File: src/rtl/ad_bus_pkg.sv
// ad_bus_pkg: shared AD-bus constants and FSM state encoding
package ad_bus_pkg;
    localparam int AD_W    = 8;
    localparam int AD_N_CH = 4;
    localparam int AD_AW   = 4;
    localparam int AD_TMO  = 15;
    typedef enum logic [1:0] {
        IDLE = 2'd0,
        ADDR = 2'd1,
        DONE = 2'd2
    } state_t;
endpackage

File: src/rtl/ad_bus_tmo.sv
// ad_bus_tmo: counts ADDR cycles without ds; expired fires on the TMO-th idle cycle
module ad_bus_tmo import ad_bus_pkg::*; #(
    parameter int TMO = AD_TMO
) (
    input  logic clk,
    input  logic rst,
    input  logic load,
    input  logic en,
    output logic expired
);
    logic [7:0] cnt;
    assign expired = en && (cnt == 8'(TMO - 1));
    // restart on every address latch, otherwise count waiting cycles
    always_ff @(posedge clk or posedge rst) begin
        if (rst)
            cnt <= '0;
        else if (load)
            cnt <= '0;
        else if (en)
            cnt <= cnt + 8'd1;
    end
endmodule

File: src/rtl/ad_bus_switch.sv
// ad_bus_switch: multiplexed address/data bus to N_CH channel registers
module ad_bus_switch import ad_bus_pkg::*; #(
    parameter int W    = AD_W,
    parameter int N_CH = AD_N_CH,
    parameter int AW   = AD_AW,
    parameter int TMO  = AD_TMO
) (
    input  logic              clk,
    input  logic              rst,
    input  logic [W-1:0]      ad_in,
    input  logic              ale,
    input  logic              ds,
    input  logic              wr,
    input  logic              err_clr,
    input  logic [N_CH*W-1:0] ch_in,
    output logic [W-1:0]      ad_out,
    output logic              ad_oe,
    output logic              rdy,
    output logic [N_CH*W-1:0] ch_dat,
    output logic [N_CH-1:0]   ch_upd,
    output logic              err
);
    state_t          state, state_d;
    logic [AW-1:0]   adr_q;
    logic            wr_q;
    logic            go, valid, relatch, tmo_en, expired;
    logic [W-1:0]    rd_word;
    logic [N_CH-1:0] upd_d;

    assign go      = state == ADDR && ds;
    assign valid   = 32'(adr_q) < N_CH;
    assign relatch = ale && (state == IDLE || (state == ADDR && !ds));
    assign tmo_en  = state == ADDR && !ds && !ale;
    assign rdy     = state == DONE;

    ad_bus_tmo #(.TMO(TMO)) u_tmo (
        .clk(clk),
        .rst(rst),
        .load(relatch),
        .en(tmo_en),
        .expired(expired)
    );

    // state register
    always_ff @(posedge clk or posedge rst) begin
        if (rst)
            state <= IDLE;
        else
            state <= state_d;
    end

    // next state: ds ends ADDR, timeout falls back to IDLE, DONE waits for ds release
    always_comb begin
        state_d = (state == IDLE) ? (ale ? ADDR : IDLE) :
                  (state == ADDR) ? (ds ? DONE : (expired ? IDLE : ADDR)) :
                  (ds ? DONE : IDLE);
    end

    // decode latched address into read mux and write strobes; out-of-range decodes to nothing
    always_comb begin
        rd_word = '0;
        upd_d   = '0;
        for (int i = 0; i < N_CH; i++) begin
            if (32'(adr_q) == i) begin
                rd_word  = ch_in[i*W +: W];
                upd_d[i] = go && wr_q;
            end
        end
    end

    // channel write registers hold until the next write to them
    always_ff @(posedge clk or posedge rst) begin
        if (rst)
            ch_dat <= '0;
        else
            for (int i = 0; i < N_CH; i++)
                if (upd_d[i])
                    ch_dat[i*W +: W] <= ad_in;
    end

    // address latch, read data, update pulses and sticky error (set beats clear)
    always_ff @(posedge clk or posedge rst) begin
        if (rst) begin
            adr_q  <= '0;
            wr_q   <= 1'b0;
            ad_out <= '0;
            ad_oe  <= 1'b0;
            ch_upd <= '0;
            err    <= 1'b0;
        end else begin
            if (relatch) begin
                adr_q <= ad_in[AW-1:0];
                wr_q  <= wr;
            end
            if (go && !wr_q) begin
                ad_out <= rd_word;
                ad_oe  <= 1'b1;
            end else if (state == DONE && !ds) begin
                ad_out <= '0;
                ad_oe  <= 1'b0;
            end
            ch_upd <= upd_d;
            err    <= ((go && !valid) || expired) ? 1'b1 : (err_clr ? 1'b0 : err);
        end
    end
endmodule

File: config.mk
export PLATFORM = sky130hd
export DESIGN_NAME = ad_bus_switch
export DESIGN_NICKNAME = d
export VERILOG_FILES = /design/src/rtl/ad_bus_pkg.sv /design/src/rtl/ad_bus_tmo.sv /design/src/rtl/ad_bus_switch.sv
export SDC_FILE = /design/constraint.sdc
export NUM_CORES = 1
export LEC_CHECK = 0
export CORE_ASPECT_RATIO = 2
export CORE_MARGIN = 3
export CORE_UTILIZATION = 27
export CTS_CLUSTER_DIAMETER = 80
export DETAILED_ROUTE_END_ITERATION = 12
export RECOVER_POWER = 50
export SYNTH_ARGS = -nofsm -noshare
export SYNTH_HDL_FRONTEND = slang
export SYNTH_HIERARCHICAL = 1
export SYNTH_SLANG_ARGS = --single-unit
File: constraint.sdc
create_clock -name clk -period 1.7 [get_ports clk]
set_input_delay 0.34 -clock clk [delete_from_list [all_inputs] [get_ports clk]]
set_output_delay 0.34 -clock clk [all_outputs]
set_load 0.03 [all_outputs]
[After elaboration in Yosys (flattened, before gate mapping)]
Index checks and enable logic that the tools add are counted.
Cells by class
  add/sub/neg operators: 1
  mux-type cells: 22
  equality and inequality tests: 6
  $lt $le $gt $ge: 1
  reduce and logical (&&, ||, !) cells: 20
Operator list (count)
  $mux W8: 8
  $mux W1: 10
  $logic_and A1 B1 Y1: 9
  $add A8 B1 Y8 const B: 1
  $eq A4 B2 Y1 const B: 2
  $eq A8 B4 Y1 const B: 1
  $mux W2: 4
  $reduce_bool A2 Y1: 3
  $eq A4 B1 Y1 const B: 1
  $logic_not A1 Y1: 4
  $logic_not A4 Y1: 1
  $lt A4 B3 Y1 const B: 1
  $eq A2 B1 Y1 const B: 1
  $eq A2 B2 Y1 const B: 1
  $logic_not A2 Y1: 1
  $logic_or A1 B1 Y1: 2
Word-level totals
  flip-flop bits (word level): 61
  bits of input ports: 46
  logic and storage cells: 62

[Longest topological paths before layout]
Gate-level depths: netlist of run 1.
  word-level depth: 8
  gate-level depth with buffers: 8
  depth with buffers taken out: 8

[Modules after synthesis]
The synthesis of run 1 kept the hierarchy.
Modules (own cells, without submodules)
  ad_bus_switch: cells an instance 169, area an instance 2344.7 µm², times used 1
  ad_bus_tmo: cells an instance 43, area an instance 425.4 µm², times used 1

[Least setup slack after synthesis of run 1]
OpenSTA, ideal clock, no wires.
  path type: register to register
  from: register state[1]
  to: register u_tmo.cnt[7]
  stages on the path, launching flop included: 8
  arrival: 1730 ps
  path buffers: 2
  setup slack: -107 ps
  clock period less this slack: 1807 ps
  path through: dfrtp_1 -> clkbuf_1 -> nand3b_1 -> inv_1 -> buf_4 -> o211ai_1 -> or4_1 -> a21oi_1
On the way
  word-level cells in the longest chain between the ends: 5
  elaborated cells on any way between the ends: 8
  those cells by class: eq/ne: 1; mux: 1; reduce/logical: 6
RTL lines
  from (decl): RTL line ad_bus_switch.sv:23  | state_t state, state_d;
  from (signal assigned): RTL line ad_bus_switch.sv:49  | state <= state_d;
  $eq A2 B1 Y1: RTL line ad_bus_switch.sv:32  | assign relatch = ale && (state == IDLE || (state == ADDR && !ds));
  $logic_and A1 B1 Y1: RTL line ad_bus_switch.sv:32
  $logic_or A1 B1 Y1 (*): RTL line ad_bus_switch.sv:32
  $logic_and A1 B1 Y1 (*): RTL line ad_bus_switch.sv:32
  via relatch: RTL line ad_bus_switch.sv:26  | logic go, valid, relatch, tmo_en, expired;
  $mux W8 / $reduce_bool A2 Y1 (equally long branches)
  to (signal assigned): RTL line ad_bus_tmo.sv:20  | cnt <= cnt + 8'd1;
  to (decl): RTL line ad_bus_tmo.sv:11  | logic [7:0] cnt;
Mark *: on every way through the listed nets, which the timed path passes. The rest lies on a longest branch.
A chain may end at the register's enable or synchronous reset.

[Worst setup path in the final report of run 1]
  from: register adr_q[2]
  to: register ch_dat[20]
On the way
  word-level cells in the longest chain between the ends: 2
RTL lines
  from (decl): RTL line ad_bus_switch.sv:24  | logic [AW-1:0] adr_q;
  from (signal assigned): RTL line ad_bus_switch.sv:92  | adr_q <= ad_in[AW-1:0];
  $eq A4 B2 Y1: RTL line ad_bus_switch.sv:64  | if (32'(adr_q) == i) begin
  $mux W1: RTL line ad_bus_switch.sv:64
  to (signal, indexed assignment): RTL line ad_bus_switch.sv:78  | ch_dat[i*W +: W] <= ad_in;
  to (decl): RTL line ad_bus_switch.sv:19  | output logic [N_CH*W-1:0] ch_dat,
No other way between the ends.

==> flow_metrics.py, run 1 <==
metrics = {
    "global_route": {
        "grt_pass1_vias": 2410,
        "grt_max_degree": 54,
        "grt_pass1_wl_mm": 12.4,
        "antenna_found_initial": 0,
        "grtUsageTotal": 0.142,
        "grt-ovfl-total": 0,
    },
    "timing": {
        "setup_tns_ns": 0,
        "fin_ws_ns": 0.0358,
        "slew_violations": 0,
        "max_freq_ghz": 0.601,
        "clock_skew_ns": 0.00439,
        "worst_hold_slack_ns": 0.458,
        "worstMarginPinSlew_ns": 0.736,
        "min_period_ns": 1.66,
        "timing.final.crit_share": 0.979,
        "hold_viol": 0,
        "slew_headroom": 0.509,
        "rsz0062_at_grt": "true",
        "setup_viol": 0,
    },
    "critical_path": {
        "crit_path_max_fanout": 4,
        "start_kind": "register",
        "arrival_ns": 1.87,
        "required_ns": 1.91,
        "setup.worst_path.end_class": "register",
        "crit_type": "reg2reg",
    },
    "floorplanning": {
        "design.core.area_mm2": 0.00989,
        "die_x_um": 77.6,
        "rows": 51,
        "initial_core_util": 0.280,
        "chipHeight_um": 149,
        "dieArea_mm2": 0.0116,
        "ios": 93,
    },
    "finish": {
        "num-nets-final": 380,
        "antenna_cells": 0,
        "fillers": 949,
        "instances_no_fill": 469,
        "areaGrowthSynthToFinish_pct": 53.7,
        "drive_gt1_frac": 0.300,
    },
    "min_path": {
        "holdCritPathClass": "in2async",
    },
    "synth": {
        "ys_seq_elements": 61,
        "syn_area_per_cell_um2": 13.1,
        "syn-num-nets": 260,
        "ys_warn_count": 6,
        "yosysTopAreaCell": "dfrtp_1",
        "synth_top_area_frac": 0.551,
        "synthFlopType": "dfrtp_1",
        "synthArstFlopShare": 1.00,
        "syn_inst": 212,
        "synth_enable_flop_cells": 0,
        "synth_area_leaders": "dfrtp_1, mux2_2, o2bb2ai_1",
        "ys_seq_area_frac": 0.551,
        "synth_cell_types": 44,
        "synth_area_mm2": 0.00277,
    },
    "detailed_routing": {
        "drc": 0,
        "drtIter0Drc": 56,
        "routed_wl_mm": 7.73,
        "vias_per_cell": 4.58,
        "post_drt_wl_per_cell_um": 16.5,
        "vias": 2147,
        "first_pass_iters": 4,
        "route.antenna.remaining_nets": 0,
    },
    "place": {
        "place_congestion": 0.761,
        "port_buffers": 92,
        "dpl.hpwl_mm": 5.92,
        "dp_cells": 452,
        "pre_cts_slack_ns": -0.344,
    },
    "clock_network": {
        "cts_tree": "done",
        "clk-insertion-delay-late_ns": 0.32,
        "clockBufferDepth": 2,
        "clkTransAtPathRegs_ns": 0.05,
        "post-cts-setup-buffers": 0,
        "hold_buffers": 0,
        "cts_max_level": 3,
        "numCtsBuffers": 9,
        "cts_root_buf": "clkbuf_16",
        "clock-sinks": 61,
    },
    "power_and_ir_drop": {
        "p_leak_uw": 0.00213,
        "power_uw": 5400,
        "ir_worst_vdd_v": 0.000690,
        "p_per_area_mw_per_mm2": 1270,
    },
    "flow_run": {
        "maxCapViolations": 0,
    },
    "run_status": {
        "outcome": "finished, final reports clean",
    },
}
cell usage after synthesis, types with 2 or more instances:
| master | n |
|---|---|
| inv_1 | 6 |
| buf_2 | 5 |
| mux2i_1 | 5 |
| buf_4 | 2 |
| o22ai_1 | 4 |
| ha_1 | 2 |
| nor2b_1 | 2 |
| nand4_1 | 3 |
| nor4b_1 | 3 |
| mux2_2 | 41 |
| nand2_1 | 5 |
| clkbuf_1 | 2 |
| a21oi_1 | 4 |
| o2bb2ai_1 | 8 |
| buf_6 | 2 |
| o22a_1 | 4 |
| o21ai_0 | 7 |
| o211ai_1 | 5 |
| or3b_2 | 2 |
| nor2_1 | 12 |
| nor3_1 | 2 |
| dfrtp_1 | 61 |
| or3_2 | 2 |
| xor2_1 | 3 |
path summary, 6_finish.rpt:
| check | endpoint | depth (start not counted) | slack, ns | start |
|---|---|---|---|---|
| max | ch_dat[20] | 3 | 0.04 | adr_q[2] |
| min | u_tmo/cnt[7] | 2 | 0.46 | rst |
| max in group asynchronous | err | 3 | 0.47 | rst |
| max reg2reg | ch_dat[20] | 3 | 0.04 | adr_q[2] |
| min reg2reg | ad_out[2] | 1 | 0.49 | ad_out[2] |
| min in group clk | ad_out[2] | 1 | 0.49 | ad_out[2] |
cell families after synthesis:
family,after synthesis,share of synthesized area
buffers and inverters,18,0.0352
AOI/OAI and AO/OA,36,0.0912
and+or+nand+nor,45,0.116
adders and majority gates,2,0.00903
DFF,61,0.551
muxes,46,0.185
xor gates and xnor gates,4,0.0126
flip-flops by register name, summed over array words and instances (netlist names):
signal,flops
err,1
adr_q,4
ad_out,8
ad_oe,1
ch_upd,4
ch_dat,32
wr_q,1
u_tmo/cnt,8
state,2
worst max-delay path, stage by stage (launching register included):
cell and delay (ns):
dfrtp_1 0.41, or4b_4 0.60, nor2_4 0.20, mux2_2 0.34
through the flow:
stage | instance area, µm² | util
final | 4260 | 0.431
after detailed placement | 4050 | 0.409
after floorplan | 2800 | -
after global placement | 4050 | 0.409
after CTS | 4300 | 0.434
after global routing | 4260 | 0.431
per-layer routing:
| layer | vias to the layer above | GRT usage | share of wire |
|---|---|---|---|
| met5 | - | 0 | 0 |
| met4 | 0 | 0.0731 | 0.036 |
| met3 | 16 | 0.0357 | 0.038 |
| met2 | 48 | 0.269 | 0.60 |
| met1 | 1065 | 0.136 | 0.32 |
| li1 | 1018 | - | - |
what timing repair did:
action / 4_1_cts / 5_1_grt
gates cloned: 0 / 1
resized for setup: 25 / 29
endpoints found under the setup margin: 32 / 52
pin swaps: 1 / 5
area by class of cell:
type	instances	area, µm²	share of cell area
inverters	6	22.5	0.00529
clock buffers	11	253	0.0593
flip-flops and latches	61	1530	0.358
multi-input cells	134	1190	0.280
well taps	132	165	0.0388
repair buffers	120	1070	0.252
clock inverters	5	25.0	0.00588
report_power, final:
group	total, µW	switching [µW]	internal [µW]
registers	1950	187	1760
clock network	1660	607	1050
logic	1790	1030	757
cell usage in the layout (no fill, tap or decap), types with 4 or more instances in the layout:
cell type        count
buf_4               21
clkbuf_1            13
clkbuf_16            9
clkdlybuf4s50_1     46
clkinv_2             5
dfrtp_1             61
dlygate4sd2_1       24
dlymetal6s2s_1       8
inv_1                5
mux2_2              40
mux2i_1              5
nand2_1              5
nor2_1              11
o211ai_1             5
o21ai_0              7
o22a_1               4
o22ai_1              4
o2bb2ai_1            8
Power figures use the tool's default switching activity.
==> run 2, diff against run 1 <==
Clock period 1.7 ns to 1.4 ns, I/O delays scaled along.
==> run 2 against run 1 <==
Final area increased by 15%. Clock skew is 0.00061 ns lower. Clock power up 30%. Hold slack worse by 0.039 ns. Core utilization increased by 6.4 points. Non-clock buffer count rose by 19. Sequential share of layout area fell by 4.6 points. Critical path depth unchanged. Maximum frequency is 2.5% lower. Via count increased by 4.3%. Power up 36%. The run now ends with setup timing left. Critical path type unchanged.
==> flow_metrics.py, run 2 (synthesis gave the netlist of run 1 again) <==
metrics = {
    "timing": {
        "setup_viol": 51,
        "worstMarginPinSlew_ns": 0.759,
        "setup_tns_ns": -9.27,
        "hold_viol": 0,
        "clock_skew_ns": 0.00379,
        "timing.final.crit_share": 1.22,
        "slew_headroom": 0.494,
        "rsz0062_at_grt": "true",
        "min_period_ns": 1.71,
        "slew_violations": 0,
        "fin_ws_ns": -0.308,
        "max_freq_ghz": 0.586,
    },
    "finish": {
        "finish.instance_area_mm2": 0.00489,
        "layout_commonest_cell": "dfrtp_1",
        "drive_gt1_frac": 0.445,
        "largest_reg_flops": 32,
        "antenna_cells": 0,
        "instances_no_fill": 487,
        "reg.largest.list": "ch_dat: 32 flops, ad_out: 8 flops, u_tmo/cnt: 8 flops",
        "fillers": 901,
        "areaGrowthSynthToFinish_pct": 76.6,
        "top_register": "ch_dat",
        "final_cell_mix": "dfrtp_1, clkdlybuf4s50_1, buf_4",
        "num-nets-final": 399,
    },
    "power_and_ir_drop": {
        "clockPowerShare": 0.294,
        "switchingPower_uw": 2380,
        "power_uw": 7330,
        "ir_worst_vdd_v": 0.000777,
        "pwr-share-seq": 0.332,
        "p_leak_uw": 0.00226,
        "p_comb_frac": 0.374,
        "p_per_area_mw_per_mm2": 1500,
        "swShare": 0.324,
        "p_int_uw": 4950,
    },
    "global_route": {
        "grt_max_degree": 54,
        "use_met2": 0.298,
        "antenna_found_initial": 0,
        "grt-busiest-layer": "met2",
        "grt_pass1_vias": 2486,
        "grtUsageTotal": 0.155,
        "met1_usage": 0.156,
        "grt_pass1_wl_mm": 13.4,
        "met3_usage": 0.0296,
        "grt-ovfl-total": 0,
    },
    "floorplanning": {
        "chipHeight_um": 149,
        "dieArea_mm2": 0.0116,
        "ios": 93,
        "die_x_um": 77.6,
        "rows": 51,
        "design.core.area_mm2": 0.00989,
        "initial_core_util": 0.280,
    },
    "critical_path": {
        "crit_path_max_fanout": 4,
        "required_ns": 1.61,
        "setup.worst_path.end_class": "register",
        "arrival_ns": 1.91,
        "critPathSlowestCell": "or4b_4",
        "path_cells": "or4b_4 -> nor2_4 -> mux2_2",
        "r2r-end": "ch_dat[23]",
        "r2r_start": "adr_q[2]",
        "start_kind": "register",
        "crit_end": "ch_dat[23]",
        "max_stage_delay_ns": 0.61,
        "ff2ff_path_depth": 3,
        "cp-startpoint": "adr_q[2]",
        "crit_type": "reg2reg",
        "rrSetupSlack_ns": -0.31,
    },
    "detailed_routing": {
        "vias": 2239,
        "vias_per_cell": 4.60,
        "route.antenna.remaining_nets": 0,
        "first_pass_iters": 4,
        "post_drt_wl_per_cell_um": 17.5,
        "drc": 0,
        "drtIter0Drc": 59,
        "routed_wl_mm": 8.51,
    },
    "clock_network": {
        "hold_buffers": 0,
        "cts_max_level": 3,
        "clockBufferDepth": 2,
        "clock-sinks": 61,
        "clk-insertion-delay-late_ns": 0.32,
        "cts_tree": "done",
        "numCtsBuffers": 9,
        "cts_root_buf": "clkbuf_16",
        "clkTransAtPathRegs_ns": 0.05,
    },
    "run_status": {
        "outcome": "finished, violations left",
        "violations": "setup timing",
    },
    "flow_run": {
        "maxCapViolations": 0,
    },
    "place": {
        "port_buffers": 92,
        "place_congestion": 0.804,
        "placed_cell_area_mm2": 0.00421,
        "dp_cells": 457,
        "dpl.hpwl_mm": 6.06,
    },
    "min_path": {
        "holdCritPathClass": "in2async",
    },
}
## run 2: worst min-delay path by stage
stage | start | endpoint | slack, ns | depth (start not counted)
after floorplan | rst | u_tmo/cnt[0] | 0.1 | 1
after global placement | ad_oe | ad_oe | 0.46 | 1
after detailed placement | ad_oe | ad_oe | 0.47 | 1
after CTS | rst | u_tmo/cnt[7] | 0.30 | 2
after global routing | rst | u_tmo/cnt[6] | 0.45 | 2
final | rst | u_tmo/cnt[4] | 0.42 | 2
## run 2: per-layer routing
layer  wire, µm  vias up
met5          0        -
met4        161        0
met3        245       10
met2       5190       44
met1       2920     1127
li1           -     1058
## run 2: power by group through the flow
stage,Sequential [µW],Combinational (µW),Clock [µW]
global route,2480,2890,2310
detailed placement,2440,2610,0
CTS,2410,2590,2220
floorplan,3020,757,0
finish,2430,2740,2160
global placement,2420,2590,0
## run 2: repair_timing
action,CTS,global route
pin swaps,10,15
resized for setup,70,64
setup buffers,8,5
setup endpoints to repair,94,69
gates cloned,2,0
## run 2: cell type report
class | instances | area (µm²) | area share
clock buffer | 15 | 298 | 0.0609
tap | 132 | 165 | 0.0338
timing repair buffer | 139 | 1420 | 0.291
inverter | 6 | 26.3 | 0.00537
sequential | 61 | 1530 | 0.312
multi-input combinational | 134 | 1450 | 0.297
## run 2: stage by stage
stage / utilization / setup slack [ns] / hold WS, ns
after floorplan: - / -0.301 / 0.0957
after global placement: 0.426 / -0.599 / 0.461
after detailed placement: 0.426 / -0.689 / 0.466
after CTS: 0.475 / -0.269 / 0.304
after global routing: 0.495 / -0.345 / 0.447
final: 0.495 / -0.308 / 0.420
## run 2: critical path: cells and delay by family, from the launching register on
kind,cells,cell delay (ns)
multiplexers,1,0.35
flip-flops,1,0.42
AND/OR/NAND/NOR,2,0.83
==> run 3, diff against run 2 <==
Settings changed: ABC_CLOCK_PERIOD_IN_PS set to 1400, CORE_UTILIZATION 27 to 41, PLACE_DENSITY set to 0.76.
==> run 3 against run 2 <==
The flow still finishes with violations (setup timing). Register-to-register slack better by 0.02 ns. Non-clock buffer count down 1. Maximum frequency up 1.2%. Sequential share of layout area up 0.72 points. Critical path type unchanged. Largest power group unchanged.
==> flow_metrics.py, run 3 (synthesis gave the netlist of run 1 again) <==
metrics = {
    "run_status": {
        "outcome": "finished, violations left",
        "violations": "setup timing",
    },
    "global_route": {
        "grtUsageTotal": 0.223,
        "antenna_found_initial": 0,
        "grt_pass1_vias": 2560,
        "grt_pass1_wl_mm": 13.1,
        "grt_max_degree": 54,
        "grt-ovfl-total": 0,
    },
    "clock_network": {
        "numCtsBuffers": 9,
        "clk-insertion-delay-late_ns": 0.32,
        "clockBufferDepth": 2,
        "clock-sinks": 61,
        "cts_tree": "done",
        "cts_root_buf": "clkbuf_16",
        "clkTransAtPathRegs_ns": 0.05,
        "cts_max_level": 3,
    },
    "place": {
        "pre_cts_slack_ns": -0.575,
        "port_buffers": 92,
        "place_congestion": 0.816,
        "placed_cell_area_mm2": 0.00413,
        "dpl.hpwl_mm": 5.42,
    },
    "power_and_ir_drop": {
        "swShare": 0.325,
        "p_per_area_mw_per_mm2": 1550,
        "p_comb_frac": 0.355,
        "pwr-share-seq": 0.327,
        "p_int_uw": 5020,
        "clockPowerShare": 0.318,
        "p_leak_uw": 0.00230,
        "ir_worst_vdd_v": 0.00132,
        "switchingPower_uw": 2410,
    },
    "detailed_routing": {
        "vias_per_cell": 5.30,
        "drc": 0,
        "vias": 2339,
        "post_drt_wl_per_cell_um": 19.7,
        "route.antenna.remaining_nets": 0,
        "drtIter0Drc": 128,
        "routed_wl_mm": 8.69,
        "first_pass_iters": 4,
    },
    "finish": {
        "layout_commonest_cell": "dfrtp_1",
        "finish.instance_area_mm2": 0.00479,
        "fin_util": 0.746,
        "largest_reg_flops": 32,
        "reg.largest.list": "ch_dat: 32 flops, ad_out: 8 flops, u_tmo/cnt: 8 flops",
        "final_cell_mix": "dfrtp_1, clkdlybuf4s50_1, dlygate4sd2_1",
        "areaGrowthSynthToFinish_pct": 72.8,
        "num-nets-final": 398,
        "drive_gt1_frac": 0.420,
        "antenna_cells": 0,
        "fillers": 408,
        "top_register": "ch_dat",
    },
    "timing": {
        "setup_viol": 51,
        "hold_viol": 0,
        "setup_tns_ns": -10.38,
        "max_freq_ghz": 0.593,
        "min_period_ns": 1.69,
        "timing.final.crit_share": 1.21,
        "clock_skew_ns": 0.00434,
        "slew_headroom": 0.522,
        "worstMarginPinSlew_ns": 0.716,
        "fin_ws_ns": -0.288,
        "rsz0062_at_grt": "true",
        "worst_hold_slack_ns": 0.427,
        "slew_violations": 0,
    },
    "min_path": {
        "holdCritPathClass": "in2async",
    },
    "critical_path": {
        "required_ns": 1.60,
        "crit_type": "reg2reg",
        "r2r_start": "adr_q[2]",
        "start_kind": "register",
        "arrival_ns": 1.89,
        "r2r-end": "ch_dat[19]",
        "rrSetupSlack_ns": -0.29,
        "crit_path_max_fanout": 4,
        "setup.worst_path.end_class": "register",
        "crit_end": "ch_dat[19]",
        "ff2ff_path_depth": 3,
        "cp-startpoint": "adr_q[2]",
    },
    "floorplanning": {
        "dieArea_mm2": 0.00784,
        "ios": 93,
        "design.core.area_mm2": 0.00641,
        "initial_core_util": 0.432,
        "chipHeight_um": 122,
        "die_x_um": 64.1,
        "rows": 41,
    },
    "flow_run": {
        "maxCapViolations": 0,
    },
}
run 3: changes by cell type in the layout (fill, tap and decap cells not counted), moves of 3 or more:
cell,before,now
clkdlybuf4s15_1,17,6
clkbuf_2,4,0
dlygate4sd2_1,18,36
mux2_4,22,18
buf_12,12,9
clkbuf_8,5,1
mux2_2,19,23
run 3: timing repair:
item | in CTS | in global routing
gates resized for setup | 83 | 26
setup buffers | 10 | 7
setup endpoints to repair | 90 | 63
gates cloned | 2 | 0
hold buffers | 0 | 0
pin swaps | 14 | 15
run 3: worst max-delay path: stages, from the launching register on:
cell and delay (ns):
dfrtp_1 0.44, or4b_4 0.61, nor2_4 0.20, mux2_4 0.32
run 3: worst min-delay path by stage:
stage / start / to / slack (ns) / cells past startpoint
3_3_place_gp: ad_oe / ad_oe / 0.46 / 1
5_1_grt: rst / u_tmo/cnt[5] / 0.46 / 2
6_report: rst / u_tmo/cnt[4] / 0.43 / 2
4_1_cts: rst / u_tmo/cnt[5] / 0.31 / 2
2_1_floorplan: rst / u_tmo/cnt[0] / 0.1 / 1
3_5_place_dp: ad_out[0] / ad_out[0] / 0.48 / 1
run 3: power by group through the flow:
| stage | Sequential (µW) | Clock, µW | Combinational [µW] |
|---|---|---|---|
| 2_1_floorplan | 3020 | 0 | 757 |
| 3_3_place_gp | 2410 | 0 | 2520 |
| 3_5_place_dp | 2410 | 0 | 2560 |
| 4_1_cts | 2400 | 2400 | 2550 |
| 5_1_grt | 2460 | 2480 | 2760 |
| 6_report | 2430 | 2360 | 2630 |
run 3: final cells by class:
| cell class | instances | area (µm²) | share of cell area |
|---|---|---|---|
| flip-flops and latches | 61 | 1530 | 0.319 |
| multi-input cells | 134 | 1410 | 0.295 |
| repair buffers | 138 | 1380 | 0.289 |
| clock buffers | 10 | 239 | 0.0499 |
| well taps | 86 | 108 | 0.0225 |
| clock inverters | 6 | 86.3 | 0.0180 |
| inverters | 6 | 26.3 | 0.00549 |
run 3: metrics by stage:
step,cells,total power [µW]
6_report,441,7430
5_1_grt,441,7700
4_1_cts,439,7350
3_5_place_dp,411,4970
3_3_place_gp,411,4930
2_1_floorplan,212,3780
run 3: routing by layer:
| metal | vias up | wire (µm) | track usage |
|---|---|---|---|
| met5 | - | 0 | 0 |
| met4 | 0 | 270 | 0.0887 |
| met3 | 19 | 301 | 0.0385 |
| met2 | 82 | 5040 | 0.438 |
| met1 | 1183 | 3080 | 0.226 |
| li1 | 1055 | - | - |
